**src/rtl/uart_cmd_parser.sv**
```systemverilog
// Host command framer: sync, cmd, data_hi, data_lo[, checksum] -> {cmd, data} valid/ready port.
// Define UART_CMD_CHECKSUM_EN to append and verify an XOR checksum byte.
module uart_cmd_parser #(
    parameter logic [7:0]  SyncByte     = 8'hA5,
    parameter int unsigned TimeoutTicks = 640,
    parameter int unsigned TimerWidth   = 16
) (
    input  logic        clk_i,
    input  logic        rst_ni,
    input  logic        rx_done_tick_i,
    input  logic [7:0]  rx_data_i,
    input  logic        sample_tick_i,
    output logic        cmd_valid_o,
    input  logic        cmd_ready_i,
    output logic [7:0]  cmd_o,
    output logic [15:0] data_o,
    output logic        err_o,
    output logic [1:0]  err_code_o,
    output logic        busy_o
);

    typedef enum logic [2:0] {
        StIdle,
        StCmd,
        StDath,
        StDatl,
        StChk,
        StHold
    } state_e;

    localparam logic [TimerWidth-1:0] TimerLast = TimerWidth'(TimeoutTicks - 1);
    localparam logic [1:0] ErrTimeout = 2'b01;
    localparam logic [1:0] ErrOverrun = 2'b11;
`ifdef UART_CMD_CHECKSUM_EN
    localparam logic [1:0] ErrChecksum = 2'b10;
`endif

    state_e                state_q, state_d;
    logic [TimerWidth-1:0] timer_q, timer_d;
    logic [7:0]            acc_q, acc_d;
    logic [7:0]            cmd_f_q, cmd_f_d;
    logic [7:0]            dhi_f_q, dhi_f_d;
`ifdef UART_CMD_CHECKSUM_EN
    logic [7:0]            dlo_f_q, dlo_f_d;
`endif
    logic [7:0]            cmd_q, cmd_d;
    logic [15:0]           data_q, data_d;
    logic                  valid_q, valid_d;
    logic                  err_q, err_d;
    logic [1:0]            code_q, code_d;

    logic in_frame;
    logic timeout;
    logic is_sync;

    assign in_frame = (state_q == StCmd) || (state_q == StDath) ||
                      (state_q == StDatl) || (state_q == StChk);
    assign is_sync  = rx_done_tick_i && (rx_data_i == SyncByte);

    // Inter-byte timer: an arriving byte always clears it, even on the terminal tick.
    always_comb begin
        timer_d = '0;
        timeout = 1'b0;
        if (in_frame && !rx_done_tick_i) begin
            if (sample_tick_i) begin
                if (timer_q == TimerLast) begin
                    timeout = 1'b1;
                end else begin
                    timer_d = timer_q + TimerWidth'(1);
                end
            end else begin
                timer_d = timer_q;
            end
        end
    end

    always_comb begin
        state_d = state_q;
        acc_d   = acc_q;
        cmd_f_d = cmd_f_q;
        dhi_f_d = dhi_f_q;
`ifdef UART_CMD_CHECKSUM_EN
        dlo_f_d = dlo_f_q;
`endif
        cmd_d   = cmd_q;
        data_d  = data_q;
        valid_d = valid_q;
        err_d   = 1'b0;
        code_d  = code_q;

        unique case (state_q)
            StIdle: begin
                if (is_sync) begin
                    state_d = StCmd;
                    acc_d   = '0;
                end
            end
            StCmd: begin
                if (rx_done_tick_i) begin
                    cmd_f_d = rx_data_i;
                    acc_d   = acc_q ^ rx_data_i;
                    state_d = StDath;
                end
            end
            StDath: begin
                if (rx_done_tick_i) begin
                    dhi_f_d = rx_data_i;
                    acc_d   = acc_q ^ rx_data_i;
                    state_d = StDatl;
                end
            end
            StDatl: begin
                if (rx_done_tick_i) begin
                    acc_d = acc_q ^ rx_data_i;
`ifdef UART_CMD_CHECKSUM_EN
                    dlo_f_d = rx_data_i;
                    state_d = StChk;
`else
                    cmd_d   = cmd_f_q;
                    data_d  = {dhi_f_q, rx_data_i};
                    valid_d = 1'b1;
                    state_d = StHold;
`endif
                end
            end
            StChk: begin
`ifdef UART_CMD_CHECKSUM_EN
                if (rx_done_tick_i) begin
                    if (rx_data_i == acc_q) begin
                        cmd_d   = cmd_f_q;
                        data_d  = {dhi_f_q, dlo_f_q};
                        valid_d = 1'b1;
                        state_d = StHold;
                    end else begin
                        err_d   = 1'b1;
                        code_d  = ErrChecksum;
                        state_d = StIdle;
                    end
                end
`else
                state_d = StIdle;
`endif
            end
            StHold: begin
                // A byte arriving with the handshake is treated as the first byte seen in idle.
                if (cmd_ready_i) begin
                    valid_d = 1'b0;
                    state_d = StIdle;
                    if (is_sync) begin
                        state_d = StCmd;
                        acc_d   = '0;
                    end
                end else if (rx_done_tick_i) begin
                    err_d  = 1'b1;
                    code_d = ErrOverrun;
                end
            end
            default: begin
                state_d = StIdle;
            end
        endcase

        if (timeout) begin
            err_d   = 1'b1;
            code_d  = ErrTimeout;
            state_d = StIdle;
        end
    end

    always_ff @(posedge clk_i) begin
        if (!rst_ni) begin
            state_q <= StIdle;
            timer_q <= '0;
            acc_q   <= '0;
            cmd_f_q <= '0;
            dhi_f_q <= '0;
`ifdef UART_CMD_CHECKSUM_EN
            dlo_f_q <= '0;
`endif
            cmd_q   <= '0;
            data_q  <= '0;
            valid_q <= 1'b0;
            err_q   <= 1'b0;
            code_q  <= '0;
        end else begin
            state_q <= state_d;
            timer_q <= timer_d;
            acc_q   <= acc_d;
            cmd_f_q <= cmd_f_d;
            dhi_f_q <= dhi_f_d;
`ifdef UART_CMD_CHECKSUM_EN
            dlo_f_q <= dlo_f_d;
`endif
            cmd_q   <= cmd_d;
            data_q  <= data_d;
            valid_q <= valid_d;
            err_q   <= err_d;
            code_q  <= code_d;
        end
    end

    assign cmd_valid_o = valid_q;
    assign cmd_o       = cmd_q;
    assign data_o      = data_q;
    assign err_o       = err_q;
    assign err_code_o  = code_q;
    assign busy_o      = (state_q != StIdle);

endmodule

```
**config.mk**
```make
export PLATFORM = sky130hd
export DESIGN_NAME = uart_cmd_parser
export DESIGN_NICKNAME = d
export VERILOG_FILES = /design/src/rtl/uart_cmd_parser.sv
export SDC_FILE = /design/constraint.sdc
export NUM_CORES = 1
export LEC_CHECK = 0
export ABC_CLOCK_PERIOD_IN_PS = 2000
export BUFFER_PORTS_ARGS = -buffer_cell sky130_fd_sc_hd__buf_2
export CORE_MARGIN = 3
export CORE_UTILIZATION = 25
export CTS_BUF_LIST = sky130_fd_sc_hd__clkbuf_8 sky130_fd_sc_hd__clkbuf_16
export CTS_CLUSTER_DIAMETER = 80
export DETAILED_ROUTE_END_ITERATION = 6
export GPL_TIMING_DRIVEN = 0
export PLACE_DENSITY = 0.49
export SLEW_MARGIN = 20
export SYNTH_ARGS = -nofsm -noshare
export SYNTH_HDL_FRONTEND = slang
export SYNTH_SLANG_ARGS = --single-unit
```
**constraint.sdc**
```tcl
create_clock -name clk_i -period 2 [get_ports clk_i]
set_input_delay 0.4 -clock clk_i [delete_from_list [all_inputs] [get_ports clk_i]]
set_output_delay 0.4 -clock clk_i [all_outputs]
set_load 0.005 [all_outputs]
```
## Yosys cells after proc, flatten, opt, wreduce, memory -nomap -nowiden

Cells that the tools add are included.
Widths: inputs -> output; s select.

- Add/subtract/negate cells: 1
- Equality and inequality tests: 13
- Muxes and demuxes: 22
- Bitwise operators: 2
- Reduce and logical (&&, ||, !) cells: 20

Operator list:

| operator | count |
|---|---|
| $add 16x1->16 const B | 1 |
| $eq 16x10->1 const B | 1 |
| $mux 16 | 1 |
| $mux 3 | 5 |
| $pmux 3 s5 | 1 |
| $mux 1 | 14 |
| $ne 2x2->1 const B | 5 |
| $reduce_and 3->1 | 3 |
| $eq 8x8->1 const B | 1 |
| $reduce_and 2->1 | 4 |
| $eq 3x2->1 const B | 2 |
| $eq 3x3->1 const B | 2 |
| $reduce_bool 2->1 | 3 |
| $reduce_and 5->1 | 1 |
| $eq 3x1->1 const B | 1 |
| $logic_not 3->1 | 1 |
| $logic_or 1x1->1 | 3 |
| $reduce_bool 3->1 | 1 |
| $logic_and 1x1->1 | 2 |
| $ne 2x1->1 const B | 1 |
| $not 1->1 | 2 |
| $pmux 1 s2 | 1 |
| $reduce_or 2->1 | 1 |
| $logic_not 1->1 | 1 |

- Register bits after elaboration: 63
- Word-level logic and storage cells: 68

## Longest topological paths before layout

Gate-level depths: netlist of the first run.

- Word-level depth: 8
- Gate-level depth with buffers: 7

## Least setup slack after synthesis of the first run

No wires, ideal clock.

- Kind: register to register
- From: register state_q[1]
- To: register timer_q[3]
- Arrival time: 1454 ps
- Setup slack: 483 ps
- Stages on the path, launching flop included: 7
- Buffers on the path: 2
- Period minus slack after synthesis: 1517 ps
- Cell sequence: dfxtp_1 buf_6 o21a_1 or4_4 a21o_4 buf_12 nor2_2

- Longest elaborated chain between the ends: 6

RTL lines:

| what | line | RTL |
|---|---|---|
| from (decl) | 38 | `state_e state_q, state_d;` |
| from (signal assigned) | 172 | `state_q <= StIdle;` |
| from (signal assigned) | 186 | `state_q <= state_d;` |
| $eq 3x1->1 / $eq 3x2->1 (equally long branches) | -- |  |
| $logic_or 1x1->1 (2 in a row) | 56 | `assign in_frame = (state_q == StCmd) \|\| (state_q == StDath) \|\|` |
| $logic_or 1x1->1 * | 57 | `(state_q == StDatl) \|\| (state_q == StChk);` |
| $logic_and 1x1->1 * | 64 | `if (in_frame && !rx_done_tick_i) begin` |
| $reduce_and 2->1 (no source line) * | -- |  |
| to (signal assigned) | 187 | `timer_q <= timer_d;` |
| to (decl) | 39 | `logic [TimerWidth-1:0] timer_q, timer_d;` |

Every way passes the cells marked *; elsewhere a longest branch is shown, timed or not.
A chain may end at the register's enable or synchronous reset.

## Worst setup path in the final report of the first run

- From: register state_q[1]
- To: output busy_o

- Longest elaborated chain between the ends: 1

RTL lines:

| what | line | RTL |
|---|---|---|
| $reduce_bool 3->1 | 207 | `assign busy_o = (state_q != StIdle);` |
| to (decl) | 19 | `output logic busy_o` |

Every way passes these cells.

==> results of run 1 <==
==> layout by cell type, fill, tap and decap left out, types with 2 or more instances in the layout <==
master / count
nor4_1: 4
nor2_2: 10
a21oi_1: 44
nand2_1: 86
clkbuf_8: 10
buf_2: 44
dfxtp_1: 63
nor3b_1: 2
nor3_2: 3
nand3_1: 7
nor2b_1: 2
a31oi_1: 2
nor3_1: 7
inv_1: 3
clkinv_4: 2
clkbuf_1: 9
clkinvlp_4: 3
or4b_1: 2
xnor2_1: 12
nor2_1: 11
nand4_1: 5
xor2_1: 4
o21a_1: 2
o21ai_0: 3
==> tightest hold or removal path: stages <==
cell	delay (ps)
buf_2	110
o21ai_0	70
nor2_1	40
==> metrics by stage <==
| step | worst slack, ps | area [µm²] | hold slack, ps | power [mW] | std cells |
|---|---|---|---|---|---|
| final | 246.0 | 3099 | 315.7 | 2.449 | 492 |
| after detailed placement | 250.6 | 2887 | 443.8 | 1.335 | 476 |
| after global routing | 104.3 | 3099 | 296.1 | 2.541 | 492 |
| after CTS | 227.5 | 3094 | 293.7 | 2.491 | 492 |
| after floorplan | 483.1 | 2520 | 432.1 | 1.303 | 303 |
| after global placement | 269.0 | 2887 | 440.0 | 1.335 | 476 |
==> sequential cells by signal (all words and copies together) (netlist names) <==
| register | count |
|---|---|
| dhi_f_q | 8 |
| timer_q | 16 |
| data_o | 16 |
| err_code_o | 2 |
| cmd_f_q | 8 |
| cmd_valid_o | 1 |
| cmd_o | 8 |
| err_o | 1 |
| state_q | 3 |
==> cell type report <==
class | count | area, µm²
buffer | 17 | 93.84
inverter | 4 | 15.01
timing repair buffer | 40 | 200.2
clock buffer | 10 | 137.6
sequential | 63 | 1261
fill | 1093 | 6675
tap | 133 | 166.4
clock inverter | 6 | 70.07
multi-input combinational | 219 | 1155
==> power breakdown <==
group          internal, mW  leakage (nW)  switching [mW]
combinational        0.0152         0.487          0.0374
clock                 0.613        0.0947           0.530
sequential             1.25         0.507        0.000124
==> path summary, 6_finish.rpt <==
check	endpoint	slack, ps
worst min-delay path	cmd_valid_o	320
worst max register to register	data_o[15]	290
worst max-delay path	busy_o	250
worst min register to register	data_o[12]	440
==> layer usage <==
layer  track usage  wire, µm
met1        0.1299      2715
met2        0.1878      2761
met3       0.04979       414
met4       0.04163        70
met5             0         0
==> cells by family (layout without fill, tap and decap cells) <==
kind of cell               count (synthesis)  count (layout)  synth area share
and+or+nand+nor                          147             147            0.2746
DFF                                       63              63            0.5005
AOI/OAI and AO/OA                         54              54            0.1172
buffers and inverters                     21              77           0.04319
xor gates and xnor gates                  16              16           0.05561
adders and majority gates                  1               1          0.004964
muxes                                      1               1          0.003972
==> repair_timing <==
action	4_1_cts	5_1_grt
buffers inserted	0	0
endpoints found under the setup margin	0	2
resized for setup	0	1
==> impl_metrics.py, run 1 <==
metrics = {
    "clock_tree": {
        "clk_latency_ps": 350,
        "clock_path_buffers": 2,
        "cts_tree": "done",
        "cts_buffers": 9,
        "root_buffer": "clkbuf_8",
        "clk_pin_slew_worst_paths_ps": 70,
        "ctsHoldBuffers": 0,
        "cts_num_sinks": 63,
        "ctsHtreeMaxLevel": 3,
    },
    "finish": {
        "areaGrowthSynthToFinish_pct": 22.99,
        "antenna_cells": 0,
        "fin_util": 0.3171,
        "drive_above_1_share": 0.2256,
        "final_nets": 368,
    },
    "timing": {
        "tns_ps": 0,
        "relSlewSlack": 0.6643,
        "layout_min_cycle_time_ps": 1754,
        "grt_setup_unrepaired": "no",
        "finalClockSkew_ps": 8.999,
        "setup-violations-final": 0,
        "slew_viol_final": 0,
        "period_share": 0.8770,
        "hold_viol": 0,
        "tightest_slew_ps": 503.5,
        "max_freq_mhz": 570.1,
    },
    "worst_setup_path": {
        "worstSetupPathType": "flop to primary output",
        "critical_path_arrival_ps": 1350,
        "critPathTopFamily": "buffers and inverters",
        "end_kind": "primary output",
        "path_depth": 4,
        "worstPathMaxFanout": 9,
        "crit_path_start": "state_q[1]",
        "cp_cell_sequence": "buf_6 > nor3_1 > inv_1 > buf_2",
        "reg2regPathDepth": 6,
        "crit_required_ps": 1600,
        "critPathBufInv": 3,
        "cpPeakStageDelay_ps": 310,
        "start_kind": "flop",
        "rr_startpoint": "state_q[2]",
        "slowest_stage": "dfxtp_1",
    },
    "floorplan": {
        "die_h_um": 106.4,
        "io_pins": 42,
        "rows": 36,
        "die_w_um": 106.4,
        "coreArea_um2": 9774,
        "die_area_um2": 11320,
        "initial_utilization": 0.2578,
    },
    "grt": {
        "grt_pass1_wl_um": 9956,
        "grt_max_degree": 13,
        "grtUsageTotal": 0.1137,
        "grt_overflow_total": 0,
        "antenna_found_initial": 0,
        "grt_pass1_vias": 2026,
    },
    "routing": {
        "drtIter0Drc": 67,
        "routedWlPerCell_um": 12.12,
        "antenna_left": 0,
        "wirelength_um": 5961,
        "routed_via_density": 4.362,
        "route.detailed.drc": 0,
        "first_pass_iters": 4,
        "vias": 2146,
    },
    "logic_synthesis": {
        "yosys_warnings": 0,
        "synth.top_cell.area_share": 0.5005,
        "synth_area_leaders": "dfxtp_1 50%, nand2_1 13%, a21oi_1 8.7%",
        "syn_area_per_cell_um2": 8.317,
        "synthMostInstantiatedCell": "nand2_1",
        "synth_cell_types": 39,
        "synth_common_cells": "86 x nand2_1, 63 x dfxtp_1, 44 x a21oi_1",
        "synth.largest_area_cell": "dfxtp_1",
        "synth_ff_type": "dfxtp_1",
        "synth_nets": 317,
        "synth_edf_count": 0,
        "ys_seq_area_frac": 0.5005,
        "synthCells": 303,
        "synth_area_um2": 2520,
        "synth.ff_latch_count": 63,
        "ys_async_sr_fraction": 0,
    },
    "job": {
        "drv_cap": 0,
    },
    "placed_design": {
        "portBuffers": 40,
        "dpl.hpwl_um": 4310,
        "place_congestion": 0.7413,
    },
    "min_path": {
        "hp-class": "input pin to flop",
        "hold_start": "rst_ni",
        "hold_depth": 3,
    },
    "outcome": {
        "outcome": "complete, no violations",
    },
    "power_and_ir_drop": {
        "power.density_nw_per_um2": 790.2,
        "vdd.ir_drop.worst_mv": 0.3165,
        "p_leak_nw": 1.089,
    },
}
Note: power is estimated with default switching activity, not from simulation.
==> run 2: changes to the inputs <==
- RECOVER_POWER: default -> 100
==> run 2 against run 1 <==
- clock skew about the same
- register-to-register slack worse by 50 ps
- highest routed layer unchanged
- worst hold slack about the same
- cell count unchanged
- critical endpoint is now timer_q[3]
- clock-buffer cell count unchanged
- combinational power about the same
- sequential power about the same
- setup slack worse by 7.6 ps
- clock power about the same
- power up 0.13%
- routed wire length up 0.22%
==> impl_metrics.py, run 2 (synthesis results as in run 1) <==
metrics = {
    "outcome": {
        "outcome": "complete, no violations",
    },
    "timing": {
        "slew_viol_final": 0,
        "layout_min_cycle_time_ps": 1762,
        "grt_setup_unrepaired": "no",
        "tightest_slew_ps": 503.2,
        "period_share": 0.8808,
        "setup-violations-final": 0,
        "max_freq_mhz": 567.7,
        "relSlewSlack": 0.6645,
        "hold_viol": 0,
        "tns_ps": 0,
        "finalClockSkew_ps": 9.144,
    },
    "power_and_ir_drop": {
        "power.density_nw_per_um2": 803.9,
        "vdd.ir_drop.worst_mv": 0.3165,
        "p_leak_nw": 1.013,
    },
    "worst_setup_path": {
        "crit_required_ps": 2230,
        "critical_path_arrival_ps": 1990,
        "r2r_end": "timer_q[3]",
        "start_kind": "flop",
        "reg2regPathDepth": 6,
        "cp_cell_sequence": "ha_1 > nand3_1 > nor3_2 > a21o_4 > clkbuf_4 > nor2_1",
        "ff2ff_setup_slack_ps": 240,
        "worstPathMaxFanout": 10,
        "slowest_stage": "dfxtp_1",
        "crit_path_start": "timer_q[0]",
        "cpPeakStageDelay_ps": 380,
        "end_kind": "flop",
        "rr_startpoint": "timer_q[0]",
        "cp-endpoint": "timer_q[3]",
        "worstSetupPathType": "flop to flop",
    },
    "routing": {
        "antenna_left": 0,
        "route.detailed.drc": 0,
        "routedWlPerCell_um": 12.14,
        "drtIter0Drc": 66,
        "vias": 2149,
        "wirelength_um": 5974,
        "routed_via_density": 4.368,
        "first_pass_iters": 4,
    },
    "finish": {
        "fin_area_um2": 3050,
        "final_cell_mix": "86 x nand2_1, 63 x dfxtp_1, 44 x a21oi_1",
        "drive_above_1_share": 0.1616,
        "final_common_cell": "nand2_1",
        "final_nets": 368,
        "areaGrowthSynthToFinish_pct": 21.05,
        "antenna_cells": 0,
    },
    "floorplan": {
        "io_pins": 42,
        "die_w_um": 106.4,
        "die_h_um": 106.4,
        "initial_utilization": 0.2578,
        "rows": 36,
        "die_area_um2": 11320,
        "coreArea_um2": 9774,
    },
    "placed_design": {
        "portBuffers": 40,
        "placed_area_um2": 2887,
        "place_congestion": 0.7413,
        "dpl.hpwl_um": 4310,
    },
    "clock_tree": {
        "cts_num_sinks": 63,
        "postCtsSetupBuffers": 0,
        "clk_latency_ps": 350,
        "ctsHtreeMaxLevel": 3,
        "root_buffer": "clkbuf_8",
        "cts_tree": "done",
        "cts_buffers": 9,
        "clock_path_buffers": 2,
        "clk_pin_slew_worst_paths_ps": 70,
        "ctsHoldBuffers": 0,
    },
    "grt": {
        "grtUsageTotal": 0.1137,
        "antenna_found_initial": 0,
        "grt_max_degree": 13,
        "grt_overflow_total": 0,
        "grt_pass1_wl_um": 9956,
        "grt_pass1_vias": 2026,
    },
    "job": {
        "drv_cap": 0,
    },
    "min_path": {
        "hp-class": "input pin to flop",
    },
}
## run 2: cell count changes in the layout (fill, tap and decap cells not counted), sizes merged
cell	change
clkbuf	+17
buf	-17
## run 2: cell type report
cell class                 count  area (µm²)
fill                        1111        6724
sequential                    63        1261
multi-input combinational    219        1139
timing repair buffer          40       180.2
tap                          133       166.4
clock buffer                  10       137.6
buffer                        17       81.33
clock inverter                 6       70.07
inverter                       4       15.01
## run 2: critical path: cells and delay by family (launching register included)
| kind | cells | cell delay [ps] |
|---|---|---|
| adder cells (fa/ha/maj) | 1 | 210 |
| AO/OA/AOI/OAI | 1 | 190 |
| AND/OR/NAND/NOR | 3 | 650 |
| buffers and inverters | 1 | 210 |
| flip-flops | 1 | 380 |
## run 2: how the worst min path moves through the flow
stage                        to  slack [ps]  cells after the start       start
detailed placement     cmd_o[0]         440                      2  cmd_f_q[0]
global placement     data_o[13]         440                      2  dhi_f_q[5]
CTS                 cmd_valid_o         290                      3      rst_ni
floorplan              cmd_o[0]         430                      2  cmd_f_q[0]
global route        cmd_valid_o         300                      3      rst_ni
finish              cmd_valid_o         320                      3      rst_ni
## run 2: what timing repair did
action / in CTS / in global routing
endpoints found under the hold margin: 0 / 0
gates resized for setup: 0 / 1
endpoints found under the setup margin: 0 / 2
## run 2: per-layer routing
| metal | part of all wire | GRT usage | vias up |
|---|---|---|---|
| met3 | 0.069 | 0.04979 | 9 |
| met4 | 0.012 | 0.04163 | 0 |
| met5 | 0 | 0 | - |
| met1 | 0.46 | 0.1299 | 977 |
| met2 | 0.46 | 0.1878 | 46 |
| li1 | - | - | 1117 |
## run 2: power breakdown
| part | internal (mW) | leakage [nW] | total [mW] | switching, mW |
|---|---|---|---|---|
| Combinational | 0.0152 | 0.411 | 0.0527 | 0.0375 |
| Sequential | 1.25 | 0.507 | 1.25 | 0.000124 |
| Clock | 0.613 | 0.0947 | 1.15 | 0.533 |
## run 2: through the flow
step / util / std cells / total power, mW / hold WS (ps) / setup slack, ps
2_1_floorplan: - / 303 / 1.303 / 432.1 / 483.1
5_1_grt: 0.3121 / 492 / 2.541 / 296.1 / 77.67
4_1_cts: 0.3166 / 492 / 2.491 / 293.7 / 227.5
3_3_place_gp: 0.2953 / 476 / 1.335 / 440.0 / 269.0
3_5_place_dp: 0.2953 / 476 / 1.335 / 443.8 / 250.6
6_report: 0.3121 / 492 / 2.452 / 315.4 / 238.4
==> run 3: changes to the inputs <==
- GPL_TIMING_DRIVEN: 0 -> default
==> run 3 against run 2 <==
- clock-buffer cell count down 1
- clock power up 14%
- clock skew about the same
- core utilization down 0.077 points
- non-clock buffer count down 9
- power up 6.6%
- sequential cell count unchanged
- sequential share of layout area up 0.10 points
- global-route usage down 0.58 points
- routed wire length down 2.2%
- fmax down 1.3%
- die area unchanged
- critical endpoint is now data_o[2]
==> impl_metrics.py, run 3 (synthesis results as in run 1) <==
metrics = {
    "clock_tree": {
        "clk_pin_slew_worst_paths_ps": 70,
        "clock_path_buffers": 2,
        "ctsHtreeMaxLevel": 3,
        "cts_tree": "done",
        "ctsHoldBuffers": 0,
        "cts_num_sinks": 63,
        "root_buffer": "clkbuf_8",
        "cts_buffers": 9,
        "postCtsSetupBuffers": 0,
        "post_cts_resized": 0,
        "clk_latency_ps": 340,
    },
    "routing": {
        "routed_via_density": 4.366,
        "antenna_left": 0,
        "vias": 2109,
        "first_pass_iters": 6,
        "routedWlPerCell_um": 12.10,
        "wirelength_um": 5845,
        "route.detailed.drc": 0,
        "drtIter0Drc": 65,
    },
    "timing": {
        "layout_min_cycle_time_ps": 1784,
        "relSlewSlack": 0.6763,
        "tightest_slew_ps": 485.3,
        "grt_setup_unrepaired": "no",
        "hold_viol": 0,
        "max_freq_mhz": 560.5,
        "period_share": 0.8920,
        "setup-violations-final": 0,
        "tns_ps": 0,
        "hold_ws_ps": 332.7,
        "finalClockSkew_ps": 8.689,
        "slew_viol_final": 0,
    },
    "grt": {
        "grtUsageTotal": 0.1079,
        "antenna_found_initial": 1,
        "grt_pass1_vias": 2034,
        "grt_pass1_wl_um": 9542,
        "grt_overflow_total": 0,
        "grt_max_degree": 44,
    },
    "placed_design": {
        "place_congestion": 0.7320,
        "portBuffers": 41,
        "dpl.hpwl_um": 4068,
    },
    "worst_setup_path": {
        "start_kind": "flop",
        "end_kind": "flop",
        "worstSetupPathType": "flop to flop",
        "worstPathMaxFanout": 9,
        "critical_path_arrival_ps": 2050,
        "slowest_stage": "dfxtp_1",
        "cpPeakStageDelay_ps": 490,
        "cp_cell_sequence": "and3b_1 > and2_0 > buf_4 > nand2_1 > a21oi_1",
        "crit_required_ps": 2260,
    },
    "min_path": {
        "hp-class": "input pin to flop",
    },
    "finish": {
        "final_common_cell": "nand2_1",
        "areaGrowthSynthToFinish_pct": 20.75,
        "antenna_cells": 0,
        "final_cell_mix": "86 x nand2_1, 63 x dfxtp_1, 44 x a21oi_1",
        "drive_above_1_share": 0.1657,
        "final_nets": 359,
    },
    "outcome": {
        "outcome": "complete, no violations",
    },
    "power_and_ir_drop": {
        "vdd.ir_drop.worst_mv": 0.4133,
        "power.density_nw_per_um2": 858.7,
        "p_leak_nw": 1.037,
    },
    "floorplan": {
        "io_pins": 42,
        "die_area_um2": 11320,
        "initial_utilization": 0.2578,
        "rows": 36,
        "coreArea_um2": 9774,
        "die_w_um": 106.4,
        "die_h_um": 106.4,
    },
    "job": {
        "drv_cap": 0,
    },
}
[run 3: cell count changes in the layout (fill, tap and decap cells not counted), sizes merged]
cell      delta
clkinvlp     -3
clkinv       +1
inv          +1
bufinv       +2
clkbuf      -14
buf          +4
[run 3: final timing paths]
check	from	to	slack [ps]	depth (start not counted)
worst max register to register	state_q[1]	data_o[2]	220	5
worst min register to register	dhi_f_q[4]	data_o[12]	450	2
worst max-delay path	state_q[1]	data_o[2]	220	5
worst min-delay path	rx_data_i[7]	data_o[7]	330	3
[run 3: power breakdown]
group	total (mW)	switching (mW)	internal [mW]
Clock	1.31	0.489	0.821
Combinational	0.0482	0.0335	0.0148
Sequential	1.25	0.000255	1.25
Total	2.61	0.523	2.09
[run 3: layout make-up]
cell class | count | area [µm²]
clock buffer | 9 | 123.9
clock inverter | 7 | 112.6
fill | 1099 | 6731
inverter | 4 | 15.01
multi-input combinational | 219 | 1129
sequential | 63 | 1261
tap | 133 | 166.4
timing repair buffer | 48 | 235.2
[run 3: worst max-delay path: cells and delay by family, from the launching register on]
| kind | cells | cell delay (ps) |
|---|---|---|
| and+or+nand+nor | 3 | 850 |
| DFF | 1 | 490 |
| buffers and inverters | 1 | 260 |
| AOI/OAI and AO/OA | 1 | 120 |
[run 3: per-stage QoR]
stage	setup WS [ps]	area, µm²	power [mW]	std cells	util
final	215.9	3043	2.613	483	0.3113
after global routing	62.38	3043	2.718	483	0.3113
after CTS	201.2	3087	2.660	483	0.3158
after detailed placement	342.4	2850	1.332	467	0.2916
after global placement	359.8	2850	1.331	467	0.2916
after floorplan	483.1	2520	1.303	303	-
[run 3: routing by layer]
| metal | track usage | vias to the layer above | share of wire |
|---|---|---|---|
| li1 | - | 1095 | - |
| met1 | 0.1194 | 953 | 0.44 |
| met2 | 0.1792 | 48 | 0.48 |
| met3 | 0.04918 | 11 | 0.061 |
| met4 | 0.04440 | 2 | 0.016 |
| met5 | 0 | - | 0.0022 |
